`src/rtl/wash_program_sequencer.sv`:
```
// ---------------------------------------------------------------------------
// wash_program_sequencer
//
// Purpose:
//   Runs one complete wash program. The main pass is fill -> wash -> drain ->
//   spin. RINSE_CNT rinse passes follow, each fill -> rinse -> drain -> spin.
//   A timed done-beep ends the program. Phase durations are counted in
//   `tick` enables, and the whole block runs on the system clock.
//
// Ports:
//   clk, reset          system clock; synchronous active-high reset
//   tick                one-cycle time-base enable
//   start, stop, pause  one-cycle command pulses (pause toggles pause/resume)
//   waterfull           level, drum full
//   state_code [2:0]    0 IDLE 1 FILL 2 WASH 3 DRAIN 4 SPIN 5 PAUSE 6 DONE 7 ALARM
//   remain [7:0]        ticks left in the current phase
//   pass_num [1:0]      0 = main wash, n = rinse n
//   valve_in, motor_wash, valve_out, motor_spin, buzzer   actuator enables
//   busy                high in every state except IDLE
//
// Command inputs are single-cycle pulses. There is no handshake: each pulse
// is acted on in the cycle it is seen, or dropped if the current state
// ignores it. Every output is a flop, so no input reaches an output
// combinationally.
// ---------------------------------------------------------------------------
module wash_program_sequencer #(
    parameter int FILL_TO   = 20,
    parameter int WASH_T    = 10,
    parameter int RINSE_T   = 5,
    parameter int DRAIN_T   = 4,
    parameter int SPIN_T    = 6,
    parameter int DONE_T    = 3,
    parameter int RINSE_CNT = 1
) (
    input  logic       clk,
    input  logic       reset,
    input  logic       tick,
    input  logic       start,
    input  logic       stop,
    input  logic       pause,
    input  logic       waterfull,
    output logic [2:0] state_code,
    output logic [7:0] remain,
    output logic [1:0] pass_num,
    output logic       valve_in,
    output logic       motor_wash,
    output logic       valve_out,
    output logic       motor_spin,
    output logic       buzzer,
    output logic       busy
);

    typedef enum logic [2:0] {
        ST_IDLE  = 3'd0,
        ST_FILL  = 3'd1,
        ST_WASH  = 3'd2,
        ST_DRAIN = 3'd3,
        ST_SPIN  = 3'd4,
        ST_PAUSE = 3'd5,
        ST_DONE  = 3'd6,
        ST_ALARM = 3'd7
    } state_t;

    localparam logic [7:0] FILL_LD   = 8'(FILL_TO);
    localparam logic [7:0] WASH_LD   = 8'(WASH_T);
    localparam logic [7:0] RINSE_LD  = 8'(RINSE_T);
    localparam logic [7:0] DRAIN_LD  = 8'(DRAIN_T);
    localparam logic [7:0] SPIN_LD   = 8'(SPIN_T);
    localparam logic [7:0] DONE_LD   = 8'(DONE_T);
    localparam logic [1:0] LAST_PASS = 2'(RINSE_CNT);

    state_t     state_q, state_d;
    state_t     saved_q, saved_d;     // phase to resume when leaving PAUSE
    logic [7:0] remain_q, remain_d;
    logic [1:0] pass_q, pass_d;
    logic       buzzer_d;
    logic       phase_end;

    // The tick that would take remain from 1 to 0 loads the next phase
    // instead. This is why remain never reads 0 inside a timed phase.
    assign phase_end = tick && (remain_q == 8'd1);

    // The state register is exposed directly as the debug/display state code.
    assign state_code = state_q;
    assign remain     = remain_q;
    assign pass_num   = pass_q;

    always_ff @(posedge clk) begin
        if (reset) begin
            state_q    <= ST_IDLE;
            saved_q    <= ST_IDLE;
            remain_q   <= 8'd0;
            pass_q     <= 2'd0;
            valve_in   <= 1'b0;
            motor_wash <= 1'b0;
            valve_out  <= 1'b0;
            motor_spin <= 1'b0;
            buzzer     <= 1'b0;
            busy       <= 1'b0;
        end else begin
            state_q    <= state_d;
            saved_q    <= saved_d;
            remain_q   <= remain_d;
            pass_q     <= pass_d;
            // Actuators decode the next state, so they change on the same
            // edge as state_code.
            valve_in   <= (state_d == ST_FILL);
            motor_wash <= (state_d == ST_WASH);
            valve_out  <= (state_d == ST_DRAIN);
            motor_spin <= (state_d == ST_SPIN);
            buzzer     <= buzzer_d;
            busy       <= (state_d != ST_IDLE);
        end
    end

    always_comb begin
        state_d  = state_q;
        saved_d  = saved_q;
        remain_d = remain_q;
        pass_d   = pass_q;
        buzzer_d = 1'b0;

        case (state_q)
            ST_IDLE: begin
                if (start) begin
                    state_d  = ST_FILL;
                    remain_d = FILL_LD;
                    pass_d   = 2'd0;
                end
            end

            ST_FILL, ST_WASH, ST_DRAIN, ST_SPIN: begin
                if (stop) begin
                    state_d  = ST_IDLE;
                    saved_d  = ST_IDLE;
                    remain_d = 8'd0;
                    pass_d   = 2'd0;
                end else if (pause) begin
                    state_d = ST_PAUSE;
                    saved_d = state_q;
                end else if ((state_q == ST_FILL) && waterfull) begin
                    // A full drum beats a coincident timeout tick.
                    state_d  = ST_WASH;
                    remain_d = (pass_q == 2'd0) ? WASH_LD : RINSE_LD;
                end else if (phase_end) begin
                    case (state_q)
                        ST_FILL: begin
                            state_d  = ST_ALARM;
                            remain_d = 8'd0;
                        end
                        ST_WASH: begin
                            state_d  = ST_DRAIN;
                            remain_d = DRAIN_LD;
                        end
                        ST_DRAIN: begin
                            state_d  = ST_SPIN;
                            remain_d = SPIN_LD;
                        end
                        default: begin
                            // End of SPIN: either the last pass is finished
                            // or the next rinse pass starts with a refill.
                            if (pass_q == LAST_PASS) begin
                                state_d  = ST_DONE;
                                remain_d = DONE_LD;
                            end else begin
                                state_d  = ST_FILL;
                                remain_d = FILL_LD;
                                pass_d   = pass_q + 2'd1;
                            end
                        end
                    endcase
                end else if (tick) begin
                    remain_d = remain_q - 8'd1;
                end
            end

            ST_PAUSE: begin
                if (stop) begin
                    state_d  = ST_IDLE;
                    saved_d  = ST_IDLE;
                    remain_d = 8'd0;
                    pass_d   = 2'd0;
                end else if (pause || start) begin
                    state_d = saved_q;
                end
            end

            ST_DONE: begin
                if (stop || phase_end) begin
                    state_d  = ST_IDLE;
                    saved_d  = ST_IDLE;
                    remain_d = 8'd0;
                    pass_d   = 2'd0;
                end else if (tick) begin
                    remain_d = remain_q - 8'd1;
                end
            end

            default: begin
                // ALARM holds until stop or reset.
                if (stop) begin
                    state_d  = ST_IDLE;
                    saved_d  = ST_IDLE;
                    remain_d = 8'd0;
                    pass_d   = 2'd0;
                end
            end
        endcase

        // The buzzer is steady in DONE. In ALARM it starts low on entry and
        // then toggles on each tick.
        if (state_d == ST_DONE) begin
            buzzer_d = 1'b1;
        end else if ((state_d == ST_ALARM) && (state_q == ST_ALARM)) begin
            buzzer_d = buzzer ^ tick;
        end
    end

endmodule

```
`config.mk`:
```
export PLATFORM = sky130hd
export DESIGN_NAME = wash_program_sequencer
export DESIGN_NICKNAME = d
export VERILOG_FILES = /design/src/rtl/wash_program_sequencer.sv
export SDC_FILE = /design/constraint.sdc
export NUM_CORES = 1
export LEC_CHECK = 0
export CELL_PAD_IN_SITES_DETAIL_PLACEMENT = 1
export CELL_PAD_IN_SITES_GLOBAL_PLACEMENT = 1
export CORE_MARGIN = 3
export CORE_UTILIZATION = 39
export CTS_CLUSTER_DIAMETER = 100
export CTS_CLUSTER_SIZE = 25
export DETAILED_ROUTE_END_ITERATION = 10
export PLACE_DENSITY_LB_ADDON = 0.1
export SLEW_MARGIN = 10
export SYNTH_ARGS = -nofsm -noshare
export SYNTH_HDL_FRONTEND = slang
export SYNTH_SLANG_ARGS = --single-unit
```
`constraint.sdc`:
```
create_clock -name clk -period 3.8 [get_ports clk]
set_clock_uncertainty 0.05 [all_clocks]
set_input_delay 0.57 -clock clk [delete_from_list [all_inputs] [get_ports clk]]
set_output_delay 0.57 -clock clk [all_outputs]
set_load 0.005 [all_outputs]
```
# --- Word level (Yosys, flattened, before mapping) ---
# Cells that the tools add are included.
word_totals:
  in_bits: 7
  output_inout_bits: 19
  ff_bits: 22
op_classes:
  mux: 41
  reduce_logical: 15
  n_addsub: 2
  bitwise: 2
  n_eq_ne: 23
ops:
  columns: ["op", "n"]
  rows:
  - ["8-bit two-way mux", 8]
  - ["3-bit two-way mux", 14]
  - ["8-bit one-hot mux with 3 select lines", 1]
  - ["3-bit == test (second input constant)", 7]
  - ["2-bit two-way mux", 9]
  - ["3-bit inequality test (second input constant)", 6]
  - ["3-bit one-hot mux with 3 select lines", 2]
  - ["5-bit one-hot mux with 3 select lines", 1]
  - ["3-bit by 2-bit == test with 1-bit output (second input constant)", 4]
  - ["3-bit one-hot mux with 4 select lines", 1]
  - ["8-bit by 1-bit == test with 1-bit output (second input constant)", 1]
  - ["8-bit AND reduction", 1]
  - ["8-bit by 1-bit subtractor with 8-bit output (second input constant)", 1]
  - ["3-bit by 1-bit == test with 1-bit output (second input constant)", 2]
  - ["2-bit one-hot mux with 3 select lines", 1]
  - ["3-bit nonzero test", 2]
  - ["5-bit two-way mux", 1]
  - ["4-bit two-way mux", 1]
  - ["2-bit inequality test (second input constant)", 2]
  - ["4-bit AND reduction", 1]
  - ["4-bit nonzero test", 1]
  - ["4-bit OR reduction", 1]
  - ["1-bit logical AND", 3]
  - ["3-bit zero test", 1]
  - ["other kinds (9)", 11]

# --- Longest topological paths before layout ---
# Gate-level depths: netlist of the first run.
depth:
  word_depth: 12
  ltp_mapped: 9
  mapped_depth_nobuf: 8

# --- Worst setup path after synthesis of the first run ---
# Ideal clock, no wire load.
synth_path:
  path_type: "input to register"
  from: "input tick"
  to: "register valve_out"
  path_stages: 8
  arrival_time_ns: 2.226
  path_buffers: 2
  path_slack_ns: 1.407
  cell_sequence: "clkbuf_2 and4bb_4 and2_1 buf_6 mux2_2 a221oi_2 a21oi_1 and3b_2"
synth_via:
  elab_chain_cells: 7
synth_rtl:
  columns: ["item", "line_no", "source"]
  rows:
  - ["start, declared", "37", "input logic tick,"]
  - ["1-bit logical AND (*)", "81", "assign phase_end = tick && (remain_q == 8'd1);"]
  - ["3-bit two-way mux", "145", "end else if (phase_end) begin"]
  - ["3-bit two-way mux", "141", "end else if ((state_q == ST_FILL) && waterfull) begin"]
  - ["3-bit two-way mux", "138", "end else if (pause) begin"]
  - ["3-bit two-way mux", "133", "if (stop) begin"]
  - ["3-bit one-hot mux with 4 select lines (*)", "123", "case (state_q)"]
  - ["3-bit by 2-bit == test with 1-bit output (*)", "109", "valve_out <= (state_d == ST_DRAIN);"]
  - ["end signal, assigned", "109", null]
  - ["end, declared", "47", "output logic valve_out,"]
# Mark *: on every way between the ends. The rest lies on a longest branch, timed or not.
# A chain may end at the register's enable or synchronous reset.

# --- Worst setup path in the final report of the first run ---
# Ends and elaborated chain as after synthesis.

==> metrics.txt, run 1 <==
outcome=complete, no violations; Switching Fraction=29.32%; reg2reg path depth=6; Synth Flop Type=dfxtp_1; chip height=69.91 um; Layout area overhead=16.89%; Final Hold Vio Count=0; EDFF count, synth=0; Worst Path Required=3910 ps; post-CTS setup buffers=0; routability cong.=0.9163; Rel. slew slack=52.55%; clock tree buffer depth=2; worst-margin pin slew=709.6 ps; initial antenna violation count=0; Flop pwr share=48.4%; RSZ-0062 raised after global routing=no; ANT cells=0; Die ar.=4887 sq um; synthesized flop and latch total=22; Arr. time, crit path=3070 ps; Final Util=49.01%; combinational power share=24.3%; number of max-cap violations=0; Mapped Area=1593 sq um; WL/cell=18.40 um; Net Sw Power=0.1532 mW; sequential share of the synthesized area=27.65%; Leakage=0.6558 nW; Starting Density=41.93%; number of global-route vias before repair=1607; DRT Pass-1 Iters=4; Setup TNS=0 ps; CP Cell Sequence=clkdlybuf4s50_1 > and4bb_4 > and2_1 > mux2_2 > a221oi_2 > a21oi_1 > and3b_2; clock slew at reported path FFs=80 ps; Crit. End Element=flop; GRT overflow=0; clock root cell=clkbuf_8; buffers and inverters on the worst path=1; slowest CP cell=clkdlybuf4s50_1; ratio of cells with drive above 1 in the final layout=11.43%; nets=223; class of the worst hold path=flop to flop; peak supply drop=0.1786 mV; Finish-stage setup viols=0; DP HPWL=3.523 mm; critical-path maximum fanout=9; yosys warns=0; Critical path destination=valve_out; FF-to-FF End=valve_out; # IOs=26; Remaining DRCs=0; Buffers on Ports=25; crit path time final=2965 ps; PD cells=280.6 nW/um^2; TritonCTS clock tree=yes; row count=22; CTS Buf Count=3; global-route wire length before repair=8.128 mm; Post-CTS Resized=0; Mean Syn Cell Area=8.296 sq um; DRT Wirelength=4.746 mm; Setup crit start=tick; clock sinks=22; GRT Util Overall=20.30%; Synth area leader=dfxtp_1; Die Wd=69.91 um; post-synth cell types=59; hold buffer count at CTS=0; Synth top area share=27.65%; largest net degree at the start of global routing=23; Fmax=0.3373 GHz; max incr delay on CP=630 ps; RR Startpoint=remain[4]; Setup crit start kind=input port; H-Tree Depth=1; worst skew pair latency=260 ps; syn nets=203; period utilisation layout=78.02%; Cell Int Power=0.3692 mW; WHS Path Cells=1; DRT antenna net count=0; Synth Instances=192; top post-synthesis cells by area=dfxtp_1 (28%), a21oi_1 (6.3%), nor2_1 (4.2%); Initial DRC Count=121; fin. max-slew vios=0; CP delay by family, top=simple AND/OR/NAND/NOR gates; critical path class=input port to flop; via count=1525; vias per cell=5.911; core area=3799 sq um; clock share of power=27.3%; setup slack, reg-to-reg=1140 ps; Worst path depth=7; Async SR Flop Fraction=0%
## cell usage after synthesis (2+ instances only)
| master | n |
|---|---|
| o21a_1 | 2 |
| a221oi_2 | 2 |
| nor3_1 | 5 |
| nor2b_1 | 2 |
| nand2b_1 | 8 |
| xnor2_1 | 3 |
| xor2_1 | 3 |
| or2_2 | 3 |
| o21ai_0 | 10 |
| nand2_1 | 11 |
| or3_1 | 2 |
| a31oi_1 | 5 |
| a2bb2oi_1 | 2 |
| o21bai_1 | 2 |
| nor2_1 | 18 |
| a21oi_1 | 20 |
| nand3_1 | 6 |
| a21o_1 | 2 |
| a22o_1 | 3 |
| nand4b_1 | 3 |
| inv_1 | 8 |
| ha_1 | 4 |
| clkbuf_1 | 4 |
| dfxtp_1 | 22 |
| nor3b_1 | 2 |
| a211oi_1 | 3 |
| buf_6 | 5 |
## flip-flops by register name, summed over array words and instances (netlist names)
signal      cells
busy            1
buzzer          1
motor_spin      1
motor_wash      1
pass_num        2
remain          8
saved_q         3
state_code      3
valve_in        1
valve_out       1
## final cells by class
| cell class | count | area (sq um) |
|---|---|---|
| flip-flops and latches | 22 | 440.4 |
| well taps | 48 | 60.06 |
| clock buffers | 3 | 41.29 |
| fillers | 463 | 1937 |
| repair buffers | 27 | 265.3 |
| multi-input cells | 150 | 1025 |
| inverters | 8 | 30.03 |
## metrics by stage
step / total power [mW] / hold WS, ps / area [sq um] / setup slack, ps / cells
finish: 0.5223 / 436.3 / 1862 / 835.4 / 258
detailed placement: 0.3845 / 413.6 / 1821 / 578.5 / 255
global route: 0.5549 / 480.8 / 1862 / 665.4 / 258
floorplan: 0.3391 / 385.6 / 1593 / 1407 / 192
global placement: 0.3805 / 420.2 / 1821 / 689.3 / 255
CTS: 0.5292 / 442.9 / 1862 / 851.2 / 258
## cells in the final DEF (no fill, tap or decap), types with 3 or more instances in the layout
master / instances
nand3_1: 6
nor3_1: 5
dfxtp_1: 22
a31oi_1: 5
a21oi_1: 20
a22o_1: 3
nand2_1: 11
a211oi_1: 3
clkbuf_8: 3
xnor2_1: 3
xor2_1: 3
ha_1: 4
inv_1: 8
nand2b_1: 8
nand4b_1: 3
or2_2: 3
clkdlybuf4s50_1: 25
o21ai_0: 10
nor2_1: 18
## power by group through the flow
stage | Clock [mW] | Sequential [mW] | Combinational (mW)
2_1_floorplan | 0 | 0.253 | 0.0857
3_3_place_gp | 0 | 0.258 | 0.122
3_5_place_dp | 0 | 0.259 | 0.126
4_1_cts | 0.149 | 0.253 | 0.127
5_1_grt | 0.159 | 0.255 | 0.141
6_report | 0.142 | 0.253 | 0.127
## logic make-up (layout without fill, tap and decap cells)
family | after synthesis | after routing | share of synthesized area, %
multiplexers | 1 | 1 | 0.7069
adder cells (fa/ha/maj) | 4 | 4 | 3.142
XOR/XNOR | 6 | 6 | 3.300
AND/OR/NAND/NOR | 73 | 73 | 26.87
flip-flops | 22 | 22 | 27.65
AO/OA/AOI/OAI | 66 | 66 | 30.32
buffers and inverters | 20 | 38 | 8.012
## worst min path at each step
stage,start,endpoint,slack [ps]
6_report,saved_q[2],saved_q[2],440
4_1_cts,saved_q[2],saved_q[2],440
3_5_place_dp,saved_q[2],saved_q[2],410
5_1_grt,saved_q[2],saved_q[2],480
3_3_place_gp,saved_q[2],saved_q[2],420
2_1_floorplan,saved_q[2],saved_q[2],390
## routing by layer
layer	track usage [%]	vias to the layer above	share of wire, %
met1	29.41	752	47
met3	3.165	4	3.4
met4	4.468	0	0.91
li1	-	741	-
met2	31.58	28	49
met5	0	-	0
Power figures use the tool's default switching activity.
==> run 2: changes to the inputs <==
CORE_UTILIZATION = 36   (was 39)
clock period = 2.56 ns   (was 3.8 ns; I/O delays follow)
==> metrics.txt, run 2 (synthesis results as in run 1) <==
row count=23; ratio of cells with drive above 1 in the final layout=17.70%; CP Cell Sequence=ha_1 > and4bb_4 > and2_1 > mux2_2 > a221oi_2 > a21oi_1 > and3b_2; Setup TNS=0 ps; Layout area overhead=26.00%; crit path time final=2316 ps; max reg flops=8; DRT antenna net count=0; cell area after layout=2007 sq um; Starting Density=38.44%; Leakage=0.7436 nW; period utilisation layout=90.48%; worst skew pair latency=270 ps; PD cells=455.1 nW/um^2; global-route wire length before repair=8.293 mm; Buffers on Ports=25; Post-CTS Resized=0; Final Hold Vio Count=0; GRT overflow=0; RR Startpoint=remain[0]; Arr. time, crit path=2440 ps; Rel. slew slack=61.23%; TritonCTS clock tree=yes; most frequent cells in the layout=clkdlybuf4s50_1 (25), dfxtp_1 (22), a21oi_1 (20); outcome=complete, no violations; Crit. End Element=flop; nets=238; fin. max-slew vios=0; CP delay by family, top=simple AND/OR/NAND/NOR gates; WHS Path Cells=1; critical-path maximum fanout=6; hold buffer count at CTS=0; Die ar.=5258 sq um; peak supply drop=0.1836 mV; Finish-stage setup viols=0; Initial DRC Count=92; DP HPWL=3.852 mm; reg2reg path depth=7; DP Area=1936 sq um; number of max-cap violations=0; number of global-route vias before repair=1671; critical path class=flop to flop; Place WS=13.83 ps; clock tree buffer depth=2; clock slew at reported path FFs=90 ps; largest net degree at the start of global routing=19; GRT Util Overall=20.05%; post-CTS setup buffers=0; ANT cells=0; routability cong.=0.8613; DRT Pass-1 Iters=4; Final WS setup=243.7 ps; WL/cell=18.06 um; FF-to-FF End=valve_out; DRT Wirelength=4.985 mm; buffers and inverters on the worst path=0; RSZ-0062 raised after global routing=no; Remaining DRCs=0; hold path startpoint=saved_q[2]; CTS Buf Count=3; clock sinks=22; Fmax=0.4317 GHz; initial antenna violation count=0; vias per cell=5.833; Worst Path Required=2680 ps; worst-margin pin slew=580.7 ps; chip height=72.52 um; Setup crit start kind=flop; most common cell after layout, fill and taps aside=clkdlybuf4s50_1; # IOs=26; clock root cell=clkbuf_8; via count=1610; class of the worst hold path=flop to flop; H-Tree Depth=1; core area=4144 sq um; setup slack, reg-to-reg=240 ps; Die Wd=72.52 um; hold endpoint=saved_q[2]; slowest CP cell=dfxtp_1; Final Util=48.43%; max incr delay on CP=470 ps
==> run 2: worst max path at each step <==
stage	to	startpoint	cells after the start	slack [ps]
2_1_floorplan	valve_out	remain[4]	7	300
3_3_place_gp	valve_out	tick	7	50
3_5_place_dp	valve_out	tick	7	10
4_1_cts	valve_out	remain[0]	7	230
5_1_grt	buzzer	state_code[0]	6	100
6_report	valve_out	remain[0]	7	240
==> run 2: report_power, final <==
group / internal, mW / switching (mW) / total (mW)
clock network: 0.209 / 0.122 / 0.331
logic: 0.102 / 0.105 / 0.206
registers: 0.354 / 0.0214 / 0.376
==> run 2: metrics by stage <==
stage          hold WS, ps  instances  power, mW
2_1_floorplan        385.6        192     0.5034
3_3_place_gp         416.3        272     0.5818
3_5_place_dp         415.6        272     0.5873
4_1_cts              441.3        276     0.9240
5_1_grt              471.4        276     0.9594
6_report             436.6        276     0.9134
==> run 2: worst reg2reg max path, cell delays in order, from the launching register on <==
cell,delay [ps]
dfxtp_1,470
ha_1,200
and4bb_4,250
and2_1,190
mux2_2,360
a221oi_2,310
a21oi_1,150
and3b_2,240
==> run 2: layer usage <==
layer / up-vias / global-route usage (%) / wire [um] / share of wire, %
li1: 770 / - / - / -
met1: 801 / 28.60 / 2450 / 49
met3: 6 / 3.047 / 171 / 3.4
met2: 33 / 31.14 / 2313 / 46
met5: - / 0 / 0 / 0
met4: 0 / 5.943 / 51 / 1.0
==> run 2: layout make-up <==
cell class | count | area, sq um
multi-input cells | 150 | 1025
inverters | 8 | 30.03
clock inverters | 1 | 30.03
clock buffers | 3 | 41.29
fillers | 523 | 2137
repair buffers | 42 | 377.9
well taps | 50 | 62.56
flip-flops and latches | 22 | 440.4
